===== config.mk =====
export PLATFORM = sky130hd
export DESIGN_NAME = video_timing_gen
export DESIGN_NICKNAME = d
export VERILOG_FILES = /design/src/rtl/video_timing_gen.sv
export SDC_FILE = /design/constraint.sdc
export NUM_CORES = 1
export LEC_CHECK = 0
export BUFFER_PORTS_ARGS = -buffer_cell sky130_fd_sc_hd__buf_2
export CAP_MARGIN = 10
export CORE_UTILIZATION = 51
export DETAILED_ROUTE_END_ITERATION = 10
export PLACE_DENSITY = 0.77
export SKIP_LAST_GASP = 1
export SYNTH_ARGS = -nofsm -noshare
export SYNTH_HDL_FRONTEND = slang
export SYNTH_SLANG_ARGS = --single-unit
export TNS_END_PERCENT = 30

===== constraint.sdc =====
create_clock -name clk_pixel -period 6.9 [get_ports clk_pixel]
set_input_delay 0.69 -clock clk_pixel [delete_from_list [all_inputs] [get_ports clk_pixel]]
set_output_delay 0.69 -clock clk_pixel [all_outputs]
set_load 0.01 [all_outputs]

===== src/rtl/video_timing_gen.sv =====
// -----------------------------------------------------------------------------
// video_timing_gen
//   Pixel-clock video timing generator with an integrated colour expander.
//   Stage 0 decodes the raster counters into req/x/y/frame_start for the
//   framebuffer. Colour returns LATENCY clocks later and is widened to RGB888.
//   The sync and blank signals are delayed by LATENCY+1 clocks so that they
//   leave the block on the same edge as the colour of the same pixel.
//
// Ports
//   clk_pixel          pixel clock
//   reset              synchronous, active-high reset
//   test_en            (VTG_TEST_PATTERN_EN only) replace colour with 8 bars
//   req, x, y          pixel request and coordinate (stage 0)
//   frame_start        one-clock pulse at hcnt=0, vcnt=0 (stage 0)
//   in_r, in_g, in_b   IN_BITS-per-channel colour, LATENCY clocks after req
//   red, green, blue   expanded 8-bit colour
//   hsync, vsync       polarity-adjusted syncs, aligned with colour
//   blank              1 outside the active area, aligned with colour
//
// Optional feature macro: VTG_TEST_PATTERN_EN (vertical colour-bar generator)
// -----------------------------------------------------------------------------
module video_timing_gen #(
  parameter int H_ACTIVE = 640,
  parameter int H_FP     = 16,
  parameter int H_SYNC   = 96,
  parameter int H_BP     = 48,
  parameter int V_ACTIVE = 480,
  parameter int V_FP     = 10,
  parameter int V_SYNC   = 2,
  parameter int V_BP     = 33,
  parameter bit H_POL    = 1'b0,
  parameter bit V_POL    = 1'b0,
  parameter int IN_BITS  = 2,
  parameter int LATENCY  = 1
) (
  input  logic               clk_pixel,
  input  logic               reset,
`ifdef VTG_TEST_PATTERN_EN
  input  logic               test_en,
`endif
  output logic               req,
  output logic [11:0]        x,
  output logic [11:0]        y,
  output logic               frame_start,
  input  logic [IN_BITS-1:0] in_r,
  input  logic [IN_BITS-1:0] in_g,
  input  logic [IN_BITS-1:0] in_b,
  output logic [7:0]         red,
  output logic [7:0]         green,
  output logic [7:0]         blue,
  output logic               hsync,
  output logic               vsync,
  output logic               blank
);

  localparam int H_TOTAL = H_ACTIVE + H_FP + H_SYNC + H_BP;
  localparam int V_TOTAL = V_ACTIVE + V_FP + V_SYNC + V_BP;

  localparam logic [11:0] H_LAST = 12'(H_TOTAL - 1);
  localparam logic [11:0] V_LAST = 12'(V_TOTAL - 1);
  localparam logic [11:0] H_ACT  = 12'(H_ACTIVE);
  localparam logic [11:0] V_ACT  = 12'(V_ACTIVE);
  localparam logic [11:0] HS_BEG = 12'(H_ACTIVE + H_FP);
  localparam logic [11:0] HS_END = 12'(H_ACTIVE + H_FP + H_SYNC);
  localparam logic [11:0] VS_BEG = 12'(V_ACTIVE + V_FP);
  localparam logic [11:0] VS_END = 12'(V_ACTIVE + V_FP + V_SYNC);

  // Elaboration-time parameter guards.
  generate
    if (IN_BITS < 1 || IN_BITS > 8) begin : g_bad_in_bits
      $error("video_timing_gen: IN_BITS must be in 1..8");
    end
    if (LATENCY < 1 || LATENCY > 4) begin : g_bad_latency
      $error("video_timing_gen: LATENCY must be in 1..4");
    end
    if (H_TOTAL > 4095 || V_TOTAL > 4095) begin : g_bad_total
      $error("video_timing_gen: H_TOTAL and V_TOTAL must not exceed 4095");
    end
  endgenerate

  // Cyclic MSB-first replication; IN_BITS=8 degenerates to a pass-through.
  function automatic logic [7:0] expand(input logic [IN_BITS-1:0] c);
    logic [7:0] o;
    for (int i = 0; i < 8; i++) begin
      o[7-i] = c[IN_BITS-1-(i % IN_BITS)];
    end
    return o;
  endfunction

  logic [11:0] hcnt, vcnt;
  logic        active_c, hs_c, vs_c;
  logic        hs0, vs0;
  logic [LATENCY:0] act_sr, hs_sr, vs_sr;
  logic [7:0]  red_nxt, green_nxt, blue_nxt;

  // Raster counters.
  // NOTE: sequential state is always assigned with <= so every register
  // samples the pre-edge value of its sources, independent of block order.
  always_ff @(posedge clk_pixel) begin
    if (reset) begin
      hcnt <= '0;
      vcnt <= '0;
    end else if (hcnt == H_LAST) begin
      hcnt <= '0;
      vcnt <= (vcnt == V_LAST) ? '0 : vcnt + 12'd1;
    end else begin
      hcnt <= hcnt + 12'd1;
    end
  end

  assign active_c = (hcnt < H_ACT) && (vcnt < V_ACT);
  assign hs_c     = (hcnt >= HS_BEG) && (hcnt < HS_END);
  assign vs_c     = (vcnt >= VS_BEG) && (vcnt < VS_END);

  // Stage 0: framebuffer request. req doubles as the stage-0 active bit.
  always_ff @(posedge clk_pixel) begin
    if (reset) begin
      req         <= 1'b0;
      x           <= '0;
      y           <= '0;
      frame_start <= 1'b0;
      hs0         <= 1'b0;
      vs0         <= 1'b0;
    end else begin
      req         <= active_c;
      x           <= hcnt;
      y           <= vcnt;
      frame_start <= (hcnt == '0) && (vcnt == '0);
      hs0         <= hs_c;
      vs0         <= vs_c;
    end
  end

  // Alignment shift registers: bit k holds the stage-0 value from k+1 clocks
  // ago, so bit LATENCY-1 is the pixel whose colour is on in_* right now and
  // bit LATENCY is the pixel currently on the outputs.
  always_ff @(posedge clk_pixel) begin
    if (reset) begin
      act_sr <= '0;
      hs_sr  <= '0;
      vs_sr  <= '0;
    end else begin
      act_sr <= {act_sr[LATENCY-1:0], req};
      hs_sr  <= {hs_sr[LATENCY-1:0],  hs0};
      vs_sr  <= {vs_sr[LATENCY-1:0],  vs0};
    end
  end

`ifdef VTG_TEST_PATTERN_EN
  logic [2:0] bar0;
  logic [2:0] bar_sr [LATENCY];

  // NOTE: the bar-index pipeline has no reset; its contents are only used
  // when the matching active bit (which is reset) is set.
  always_ff @(posedge clk_pixel) begin
    bar0      <= 3'((int'(hcnt) * 8) / H_ACTIVE);
    bar_sr[0] <= bar0;
    for (int i = 1; i < LATENCY; i++) begin
      bar_sr[i] <= bar_sr[i-1];
    end
  end
`endif

  // Colour select: inactive pixels are forced to black so nothing sampled
  // during blanking can leak to the outputs.
  always_comb begin
    // NOTE: defaults first so every path assigns each output -- no latches.
    red_nxt   = '0;
    green_nxt = '0;
    blue_nxt  = '0;
    if (act_sr[LATENCY-1]) begin
      red_nxt   = expand(in_r);
      green_nxt = expand(in_g);
      blue_nxt  = expand(in_b);
`ifdef VTG_TEST_PATTERN_EN
      if (test_en) begin
        red_nxt   = {8{bar_sr[LATENCY-1][2]}};
        green_nxt = {8{bar_sr[LATENCY-1][1]}};
        blue_nxt  = {8{bar_sr[LATENCY-1][0]}};
      end
`endif
    end
  end

  always_ff @(posedge clk_pixel) begin
    if (reset) begin
      red   <= '0;
      green <= '0;
      blue  <= '0;
    end else begin
      red   <= red_nxt;
      green <= green_nxt;
      blue  <= blue_nxt;
    end
  end

  // Cleared stages read as "not in sync", giving the inactive level ~POL.
  assign hsync = ~(hs_sr[LATENCY] ^ H_POL);
  assign vsync = ~(vs_sr[LATENCY] ^ V_POL);
  assign blank = ~act_sr[LATENCY];

endmodule


==> impl_metrics.env <==
export IMPL_synth_top_area_share_pct=52.4
export IMPL_fmax_mhz=445
export IMPL_place_ws_ps=4620
export IMPL_worst_path_stages=4
export IMPL_cp_common_cell="or4_4"
export IMPL_drt_total_wl_um=4560
export IMPL_clk_pin_slew_ps=70
export IMPL_top_usage_layer="met2"
export IMPL_ys_ff_latch=64
export IMPL_crit_fanout=10
export IMPL_antennaDiodeCount=0
export IMPL_critPathSlowestCell="or4_4"
export IMPL_arrival_ps=2520
export IMPL_port_buffers=60
export IMPL_grt_pass1_vias=1663
export IMPL_drt_drc_violations_left=10
export IMPL_clock_path_buffers=2
export IMPL_cts_tree="yes"
export IMPL_syn_to_final_growth_pct=18.0
export IMPL_syn_avg_cell_area_sq_um=9.44
export IMPL_timing_rr_start="hcnt[6]$_SDFF_PP0_"
export IMPL_worstPathCellList="or4_4 > or4_4 > or4_1 > a21oi_1"
export IMPL_leakage_nw=1.28
export IMPL_holdCritPathClass="reg2reg"
export IMPL_die_w_um=71.2
export IMPL_synth_edff_count=0
export IMPL_min_from="hs0$_SDFF_PP0_"
export IMPL_use_met2_pct=29.5
export IMPL_rows=24
export IMPL_slew_headroom_pct=40.8
export IMPL_dp_hpwl_um=3000
export IMPL_power_frac_clock_pct=48.9
export IMPL_whs_ps=437
export IMPL_p_sw_mw=0.163
export IMPL_via_per_inst=5.22
export IMPL_r2r_worst_path_cells=4
export IMPL_cts_htree_levels=3
export IMPL_path_buf_inv=0
export IMPL_crit_path_end_kind="flop"
export IMPL_synthArstFlopShare_pct=0
export IMPL_cts_hold_buf=0
export IMPL_power_density_nw_per_um2=282
export IMPL_worstSkewPairLatency_ps=340
export IMPL_violations="DRC"
export IMPL_io_pins=61
export IMPL_wl_per_cell_um=12.7
export IMPL_synth_cells=259
export IMPL_rsz0062_at_grt="false"
export IMPL_synth_area_sq_um=2440
export IMPL_final_util_pct=64.5
export IMPL_start_util_pct=54.6
export IMPL_cts_sinks=64
export IMPL_antenna_found_initial=0
export IMPL_cts_root_buf="clkbuf_8"
export IMPL_fp_dieArea_sq_um=5070
export IMPL_nets=314
export IMPL_synth_warnings=0
export IMPL_max_stage_delay_ps=570
export IMPL_worstMarginPinSlew_ps=883
export IMPL_coreArea_sq_um=4470
export IMPL_required_ps=7170
export IMPL_grt_util_met1_pct=24.2
export IMPL_critical_path_class="reg2reg"
export IMPL_ys_types=35
export IMPL_maxSlewViolCount=0
export IMPL_timing_final_ws_setup_ps=4650
export IMPL_finalSetupViolCount=0
export IMPL_grt_ovfl_total=0
export IMPL_max_cap_viol_count=0
export IMPL_post_cts_setup_buffers=0
export IMPL_tns_ps=0
export IMPL_drt_pass1_iter_count=8
export IMPL_p_sw_share_pct=20.1
export IMPL_grt_util_all_layers_pct=19.4
export IMPL_yosys_area_top_type="dfxtp_1"
export IMPL_dr_total_vias=1874
export IMPL_hold_violations=0
export IMPL_met3_usage_pct=4.92
export IMPL_synth_seq_area_share_pct=52.4
export IMPL_grt_pass1_wl_um=7500
export IMPL_gp_congestion=0.882
export IMPL_post_cts_resized=0
export IMPL_p_int_mw=0.650
export IMPL_ant_nets=0
export IMPL_drtIter0Drc=162
export IMPL_peakVddDrop_uv=146
export IMPL_worstSetupStartpoint="hcnt[6]$_SDFF_PP0_"
export IMPL_combPwrFrac_pct=4.0
export IMPL_synth_area_leaders="dfxtp_1, nor2b_1, buf_4"
export IMPL_timing_final_crit_share_pct=32.6
export IMPL_clock_skew_ps=4.37
export IMPL_status="finished, violations left"
export IMPL_cts_buffers=9
export IMPL_die_h_um=71.2
export IMPL_syn_num_nets=271
export IMPL_start_kind="flop"
export IMPL_grt_max_degree=35
export IMPL_ys_flop_type="dfxtp_1"
export IMPL_fin_crit_ps=2250
export IMPL_pwr_share_seq_pct=47.0
export IMPL_whs_path_depth=1
export IMPL_power_mw=0.814
export IMPL_cpLargestDelayFamily="simple AND/OR/NAND/NOR gates"
export IMPL_drive_gt1_share_pct=25.7
area by class of cell:
cell class / instances / area (sq um)
fill: 387 / 1590
inverter: 15 / 56.3
multi-input combinational: 152 / 927
tap: 52 / 65.1
clock inverter: 5 / 103
clock buffer: 11 / 151
timing repair buffer: 60 / 300
sequential: 64 / 1280
cell usage in the layout, fill, tap and decap left out, types with 5 or more instances in the layout:
cell	synthesis	layout
and2_1	7	7
buf_2	0	60
nand4_1	6	6
xnor2_1	6	6
nor2_1	25	25
nor3_1	5	5
nor2b_1	22	22
dfxtp_1	64	64
nor4_1	5	5
a21oi_1	7	7
nand2_1	13	13
inv_1	15	15
nand3_1	8	8
and3_1	7	7
clkbuf_8	0	11
per-stage QoR:
step           std cells  instance area [sq um]
4_1_cts              359                   2880
6_report             359                   2880
3_3_place_gp         343                   2630
3_5_place_dp         343                   2630
5_1_grt              359                   2880
2_1_floorplan        259                   2440
state kept, by name, indices dropped and copies added (netlist names):
| signal | count |
|---|---|
| frame_start | 1 |
| act_sr | 2 |
| req | 1 |
| vs0 | 1 |
| vs_sr | 2 |
| x | 12 |
| y | 12 |
| vcnt | 12 |
| red | 2 |
| blue | 2 |
| hs_sr | 2 |
| green | 2 |
| hs0 | 1 |
| hcnt | 12 |
power groups by stage:
stage | combinational (mW) | sequential [mW] | clock, mW
floorplan | 0.0231 | 0.391 | 0
global placement | 0.0323 | 0.390 | 0
detailed placement | 0.0329 | 0.390 | 0
CTS | 0.0332 | 0.382 | 0.403
global route | 0.0370 | 0.383 | 0.418
finish | 0.0329 | 0.382 | 0.398
synth_stat cells, types with 4 or more instances:
library cell / count
nor3_1: 5
xnor2_1: 6
dfxtp_1: 64
nand4_1: 6
buf_4: 18
nor4_1: 5
nor2_1: 25
clkbuf_1: 9
inv_1: 15
nor2b_1: 22
ha_1: 4
and3_1: 7
nand2_1: 13
and2_1: 7
a21oi_1: 7
nand3_1: 8
o21ai_0: 4
worst reg2reg max path, stage by stage, from the launching register on:
cell and delay [ps]:
dfxtp_1 370, or4_4 550, or4_4 570, or4_1 550
a21oi_1 150
kinds of logic after synthesis:
group	Yosys count	synth area share (%)
muxes	1	0.409
DFF	64	52.4
AOI/OAI and AO/OA	26	7.16
xor gates and xnor gates	8	2.87
buffers and inverters	43	9.67
adders and majority gates	4	2.05
and+or+nand+nor	113	25.4
final timing paths:
kind / to / slack (ps)
worst min register to register: hs_sr[0]$_SDFF_PP0_ / 440
worst max-delay path: vcnt[8]$_SDFFE_PP0N_ / 4650
worst min-delay path: hs_sr[0]$_SDFF_PP0_ / 440
worst max register to register: vcnt[8]$_SDFFE_PP0N_ / 4650
layer usage:
metal / vias to the layer above / part of all wire, %
li1: 942 / -
met1: 852 / 47
met2: 75 / 45
met3: 5 / 7.0
met4: 0 / 0.96
met5: - / 0
Power figures use the tool's default switching activity.
